[src/rtl/demux8_guarded_pkg.sv]
// demux8_guarded_pkg: shared state encoding, default guard length and channel decode.
package demux8_guarded_pkg;
  typedef enum logic {ST_ROUTE = 1'b0, ST_BREAK = 1'b1} state_t;
  localparam int GUARD_CYCLES_DEF = 4;
  localparam int CNT_W = 8;
  function automatic logic [7:0] route(input logic [2:0] ch, input logic d, input logic idle);
    logic [7:0] oh;
    oh = 8'b1 << ch;
    return ({8{idle}} & ~oh) | ({8{d}} & oh);
  endfunction
endpackage

[src/rtl/demux8_guarded_guard_timer.sv]
// demux8_guarded_guard_timer: loadable down-counter with zero flag for break-before-make guards.
module demux8_guarded_guard_timer #(
  parameter int W = 8,
  parameter logic [W-1:0] RST_VAL = '0
) (
  input  logic         clk,
  input  logic         rst,
  input  logic         i_load,
  input  logic [W-1:0] i_load_val,
  input  logic         i_dec,
  output logic         o_zero
);
  logic [W-1:0] r_cnt;
  always_ff @(posedge clk or posedge rst)
    if (rst) r_cnt <= RST_VAL;
    else if (i_load) r_cnt <= i_load_val;
    else if (i_dec && r_cnt != '0) r_cnt <= r_cnt - 1'b1;
  assign o_zero = r_cnt == '0;
endmodule

[src/rtl/demux8_guarded.sv]
// demux8_guarded: registered 1-to-8 demux with an all-idle guard interval on every select change.
module demux8_guarded
  import demux8_guarded_pkg::*;
#(
  parameter int   GUARD_CYCLES = GUARD_CYCLES_DEF,
  parameter logic IDLE_LEVEL   = 1'b0
) (
  input  logic       clk,
  input  logic       rst,
  input  logic [2:0] sel,
  input  logic       x,
  output logic [7:0] y,
  output logic       busy,
  output logic [2:0] active_sel
);
  localparam logic [CNT_W-1:0] GUARD_LD = CNT_W'(GUARD_CYCLES - 1);
  state_t     r_state;
  logic [2:0] r_target, r_active;
  logic [7:0] r_y;
  logic       r_busy;
  logic       w_hold, w_retarget, w_zero, w_done, w_load, w_dec;
  assign w_hold     = sel == r_active;
  assign w_retarget = sel != r_target;
  assign w_done     = !w_retarget && w_zero;
  assign w_load     = (r_state == ST_ROUTE) ? !w_hold : w_retarget;
  assign w_dec      = (r_state == ST_BREAK) && !w_retarget;
  demux8_guarded_guard_timer #(.W(CNT_W), .RST_VAL(GUARD_LD)) u_timer (
    .clk        (clk),
    .rst        (rst),
    .i_load     (w_load),
    .i_load_val (GUARD_LD),
    .i_dec      (w_dec),
    .o_zero     (w_zero)
  );
  // y stays all-idle throughout BREAK; it is only rewritten in ROUTE or on the reconnect edge
  always_ff @(posedge clk or posedge rst)
    if (rst) begin
      r_state  <= ST_BREAK;
      r_target <= '0;
      r_active <= '0;
      r_y      <= {8{IDLE_LEVEL}};
      r_busy   <= 1'b1;
    end else if (r_state == ST_ROUTE) begin
      r_y    <= w_hold ? route(r_active, x, IDLE_LEVEL) : {8{IDLE_LEVEL}};
      r_busy <= !w_hold;
      if (!w_hold) begin
        r_target <= sel;
        r_state  <= ST_BREAK;
      end
    end else if (w_done) begin
      r_active <= r_target;
      r_y      <= route(r_target, x, IDLE_LEVEL);
      r_busy   <= 1'b0;
      r_state  <= ST_ROUTE;
    end else if (w_retarget) r_target <= sel;
  assign y          = r_y;
  assign busy       = r_busy;
  assign active_sel = r_active;
endmodule
[config.mk]
export PLATFORM = sky130hd
export DESIGN_NAME = demux8_guarded
export DESIGN_NICKNAME = d
export VERILOG_FILES = /design/src/rtl/demux8_guarded_pkg.sv /design/src/rtl/demux8_guarded_guard_timer.sv /design/src/rtl/demux8_guarded.sv
export SDC_FILE = /design/constraint.sdc
export NUM_CORES = 1
export LEC_CHECK = 0
export BUFFER_PORTS_ARGS = -buffer_cell sky130_fd_sc_hd__buf_2
export CAP_MARGIN = 30
export CORE_MARGIN = 3
export CORE_UTILIZATION = 60
export DETAILED_ROUTE_END_ITERATION = 6
export GPL_TIMING_DRIVEN = 1
export HOLD_SLACK_MARGIN = 0.06
export PLACE_DENSITY = 0.82
export SYNTH_ARGS = -nofsm -noshare
export SYNTH_HDL_FRONTEND = slang
export SYNTH_SLANG_ARGS = --single-unit
export TNS_END_PERCENT = 30
[constraint.sdc]
create_clock -name clk -period 5.2 [get_ports clk]
set_input_delay 1.3 -clock clk [delete_from_list [all_inputs] [get_ports clk]]
set_output_delay 1.3 -clock clk [all_outputs]
set_load 0.1 [all_outputs]
---- Word-level counts from Yosys, hierarchy flattened ----
Index checks and enable logic that the tools add are counted.
operators by class
  add/subtract/negate cells ............... 1
  equal/unequal tests ..................... 6
  shift operators ......................... 2
  mux-type cells .......................... 15
  bitwise operators ....................... 2
  reduce and logical (&&, ||, !) cells .... 10
operators with widths
  cell                 count
  $mux 8               5
  $and 8x8->8          2
  $shl 1x3->8 const A  2
  $mux 3               4
  $logic_not 8->1      1
  $reduce_bool 8->1    1
  $sub 8x1->8 const B  1
  $mux 1               6
  $ne 2x1->1 const B   2
  $ne 2x2->1 const B   2
  $eq 3x3->1           1
  $logic_and 1x1->1    3
  $ne 3x3->1           1
  $reduce_and 3->1     1
  $logic_not 1->1      2
  $reduce_and 2->1     1
  $reduce_bool 2->1    1
word-level totals
  flip-flop bits (word level) ............. 24
  bits of input ports ..................... 6
  output and inout port bits .............. 12
  word-level logic and storage cells ...... 42

---- Logic depth before layout (Yosys ltp) ----
  depth in word-level cells ............... 6
  depth in mapped cells ................... 7
  mapped depth without buffers ............ 6

---- Hierarchy ----
A second synthesis with hierarchy kept.
second synthesis, totals
  cells, all modules ...................... 125
  area total of the unflattened synthesis .. 1396.3 um^2
modules (own cells, without submodules)
  module                      instances  cells each  area an instance (um^2)  sequential area each (um^2)
  demux8_guarded              1          72          898.4                    402.9
  demux8_guarded_guard_timer  1          53          498.0                    202.7

---- Worst setup path after synthesis ----
OpenSTA, ideal clock, no wires.
  kind .................................... input to register
  start ................................... input sel[2]
  end ..................................... register r_target[0]
  library setup time ...................... 128 ps
  data arrival time ....................... 2433 ps
  path slack .............................. 2640 ps
  stages on the path ...................... 6
  path buffers ............................ 2
  cell sequence ........................... buf_2 -> xor2_1 -> a2111o_1 -> buf_2 -> nand2_1 -> mux2_1
on the way
  longest elaborated chain between the ends .. 5
  elaborated cells between the ends (all ways) .. 8
  classes of those cells .................. eq/ne: 5; reduce/logical: 3
ends and longest elaborated chain
  what                            RTL line              RTL
  start: declaration              demux8_guarded.sv:10  input logic [2:0] sel,
  $ne 3x3->1                      demux8_guarded.sv:23  assign w_retarget = sel != r_target;
  $logic_not 1->1                 demux8_guarded.sv:24  assign w_done = !w_retarget && w_zero;
  $logic_and 1x1->1               demux8_guarded.sv:24
  $ne 2x2->1 (no line)            n/a
  $reduce_and 3->1 (no line) (*)  n/a
  end signal: assignment          demux8_guarded.sv:47  r_target <= sel;
  end signal: assignment          demux8_guarded.sv:55  end else if (w_retarget) r_target <= sel;
  end: declaration                demux8_guarded.sv:18  logic [2:0] r_target, r_active;
Every way passes the cells marked *; elsewhere a longest branch is shown, timed or not.
A chain may end at the register's enable or synchronous reset.

---- Worst setup path after layout ----
  start ................................... register r_active[2], in the netlist active_sel[2]
  end ..................................... output active_sel[2]
RTL lines
  what                      RTL line              RTL
  start: declaration        demux8_guarded.sv:18
  start signal: assignment  demux8_guarded.sv:51  r_active <= r_target;
  end: declaration          demux8_guarded.sv:14  output logic [2:0] active_sel
No word-level cell between the ends.

==> impl_results.md <==
- Vias in the first global route: 1,048
- Core Box Area: 2062 µm²
- Worst hold endpoint: busy
- Cts hold-fix bufs: 0
- Slew headroom: 40.63%
- Slowest CP cell: dfrtp_1
- Slew at the pin closest to its max-slew limit: 0.8896 ns
- Achievable frequency: 377.1 MHz
- Final Hold Vio Count: 0
- IO Count: 18
- Grt total ovfl: 0
- Post-route ant nets: 0
- Fraction of layout cells with a size suffix above 1: between 20% and 30%
- Filler Cell Count: around 160
- Port Buffer Count: 17
- Clk root buf: clkbuf_4
- Cells on worst reg2reg path: 6
- Die Ht: roughly 54 µm
- Post-CTS setup buffer count: 0
- CP Capture Type: output pin
- Fin crit period: 2.652 ns
- Buf+Inv Stages, Crit Path: 1
- Ys flop type: dfrtp_1
- Ys async rst share: 100.0%
- Worst Skew: 0.008171 ns
- Max IR drop VDD: around 0.00019 V
- Placement Rows: 16
- Via/cell ratio: ~6.2
- Yosys reg bits: 24
- Mux share of post-synthesis cell area: 6.267%
- Initial Utilization: between 60% and 70%
- Synth area leaders: dfrtp_1 (36%), dfstp_2 (7.6%), nand2_1 (2.7%)
- Pleak: around 0.70 nW
- Class of the worst hold path: reg2reg
- Largest family of logic cells by synthesized area: simple AND/OR/NAND/NOR gates
- Post-synth EDFFs: 0
- CTS sink count: 24
- Worst Hold Path Cells: 2
- CTS tree: done
- Simple-gate portion of the synthesized area: approximately a quarter
- ANT cells: 0
- Mapped Avg Cell Area: just over 10 µm²
- Final period util: 51.00%
- Yosys warning count: 0
- Routed length per instance: 16.81 µm
- Area occupied by registers: between 600 and 700 µm²
- Initial drt markers: 29
- Setup_tns: 0 ns
- H-tree level count: 1
- Slew Limit Fails: 0
- Register clock-pin slew on the reported worst setup and hold paths: 0.12 ns
- Fraction of the mapped netlist area in compound gates: 16.26%
- GRT Resource Usage Total: 24.71%
- Worst reg-to-reg setup slack: around 3.2 ns
- CP Cell Sequence: buf_2
- Syn Nets: 140
- Cell area after synthesis: 1378 µm²
- Top cell type's share of synthesized area: between 30% and 40%
- Post-cts resize count: 0
- Largest net degree at the start of global routing: 25
- PD cells: 246.3 nW/µm²
- Cells after synthesis: roughly 130
- RSZ-0062 raised after global routing: no
- Initial antenna violation count: 0
- Max Buffers Root-to-Sink: 2
- Startpoint types: flop
- Req. time, crit path: 3.90 ns
- Final setup vio count: 0
- Final WL: 2.941 mm
- Routed vias: 1,077
- FF-to-FF End: y[4]
- Status: finished, final reports clean
- NumNets Final: 156
- CTS Buf Count: 3
- Dpl ws: 2.345 ns
- First-pass GRT wire length: 5.057 mm
- Remaining DRCs: 0
- Worst EP arrival: 1.35 ns
- Kind of critical path: reg2out
- Cell variety after synth: 47
- Reg2reg start: u_timer.r_cnt[0]
- Total of max-cap violations: 0
- DR pass1 iterations: 4
- Post-DP HPWL: between 2 and 2.5 mm
- Chip width: 53.92 µm
- Hold_sp: busy
- Die ar.: a little under 3000 µm²
- Area grow syn2layout: 7.993%
- Adder-Cell Fraction of Synth Area: less than 1%
- Sequential-to-total area share from yosys stat: around 44%
- XOR/XNOR share of the synthesized area: 3.724%
- Multi-input logic area: 714.4 µm²
- Final setup margin: 2.548 ns
- Critical Path Fanout Max: 9
- Clock Latency Late Sink: around 0.32 ns
- GP Congestion: 0.8270
- Peak per-stage delay on the critical path: 0.54 ns
- Top cell type by total area after synthesis: dfrtp_1
- Top Family by Delay on Critical Path: flip-flops
[logic make-up after synthesis]
kind of cell             Yosys count
AND/OR/NAND/NOR                   53
AO/OA/AOI/OAI                     31
flip-flops                        24
buffers and inverters             12
multiplexers                       7
XOR/XNOR                           5
adder cells (fa/ha/maj)            1
[layout make-up]
type                            count  share of cell area [%]
Multi-Input combinational cell     97                   48.02
Sequential cell                    24                   40.71
Timing Repair Buffer               17                   5.719
Tap cell                           27                   2.271
Clock buffer                        4                   1.766
Inverter                            6                   1.514
[flip-flops by register name, summed over array words and instances, names as in the netlist]
register,count
u_timer.r_cnt,8
y,8
active_sel,3
r_target,3
busy,1
r_state,1
[worst max-delay path by stage]
stage                        startpoint            end  cells after the start
after floorplan                  sel[2]    r_target[0]                      6
after global placement           sel[0]    r_target[0]                      5
after detailed placement         sel[1]  active_sel[2]                      5
after CTS                 active_sel[2]  active_sel[2]                      1
after global routing      active_sel[2]  active_sel[2]                      1
final                     active_sel[2]  active_sel[2]                      1
[Yosys cell counts, types with 2 or more instances]
cell	n
a211o_1	4
a21o_1	2
a21oi_1	7
a221o_1	3
a22o_1	3
and2_1	2
buf_2	3
dfrtp_1	20
dfstp_2	4
inv_1	6
mux2_1	2
mux2_2	3
mux2_4	2
nand2_1	10
nand3_1	3
nor2_1	5
nor2_2	2
nor2b_1	3
nor3_1	6
nor4_1	6
o21ai_1	5
or3_1	5
xnor2_1	2
xor2_1	2
[placed cells by master, fill, tap and decap left out, types with 2 or more instances in the layout]
| master | netlist | routed |
|---|---|---|
| a22o_1 | 3 | 3 |
| a221o_1 | 3 | 3 |
| a21oi_1 | 7 | 7 |
| nor3_1 | 6 | 6 |
| o21ai_1 | 5 | 5 |
| inv_1 | 6 | 6 |
| nand2_1 | 10 | 10 |
| mux2_4 | 2 | 2 |
| xor2_1 | 2 | 2 |
| clkbuf_4 | 0 | 3 |
| or3_1 | 5 | 5 |
| nor2_2 | 2 | 2 |
| xnor2_1 | 2 | 2 |
| nor4_1 | 6 | 6 |
| dfstp_2 | 4 | 4 |
| nor2b_1 | 3 | 3 |
| mux2_1 | 2 | 2 |
| nor2_1 | 5 | 5 |
| and2_1 | 2 | 2 |
| a211o_1 | 4 | 4 |
| buf_2 | 3 | 17 |
| a21o_1 | 2 | 2 |
| dfrtp_1 | 20 | 20 |
| nand3_1 | 3 | 3 |
| mux2_2 | 3 | 3 |
[report_power, final]
group / total, mW / leakage [nW] / internal (mW) / switching, mW
combinational: 0.0777 / 0.387 / 0.0191 / 0.0586
clock: 0.0867 / 0.0150 / 0.0301 / 0.0566
sequential: 0.202 / 0.298 / 0.195 / 0.00744
total: 0.366 / 0.699 / 0.244 / 0.123
[per-layer routing]
layer	global-route usage, %	routed length (µm)	up-vias
li1	-	-	525
met1	31.38	1343	521
met2	41.94	1426	27
met3	5.817	144	4
met4	6.383	27	0
met5	0	0	-
[metrics by stage]
| step | power (mW) | cells | util (%) | instance area (µm²) | hold slack [ns] |
|---|---|---|---|---|---|
| finish | 0.3664 | 175 | 72.15 | 1488 | 0.4822 |
| global route | 0.3831 | 175 | 72.15 | 1488 | 0.5233 |
| CTS | 0.3664 | 175 | 72.15 | 1488 | 0.4841 |
| detailed placement | 0.2830 | 171 | 70.87 | 1461 | 0.4584 |
| global placement | 0.2805 | 171 | 70.87 | 1461 | 0.4525 |
| floorplan | 0.2685 | 133 | - | 1378 | 0.4797 |
[tightest hold or removal path: stages (launching register included)]
cell and delay (ns):
dfstp_2 0.39, inv_1 0.04, a21oi_1 0.06
Note: power is estimated with default switching activity, not from simulation.
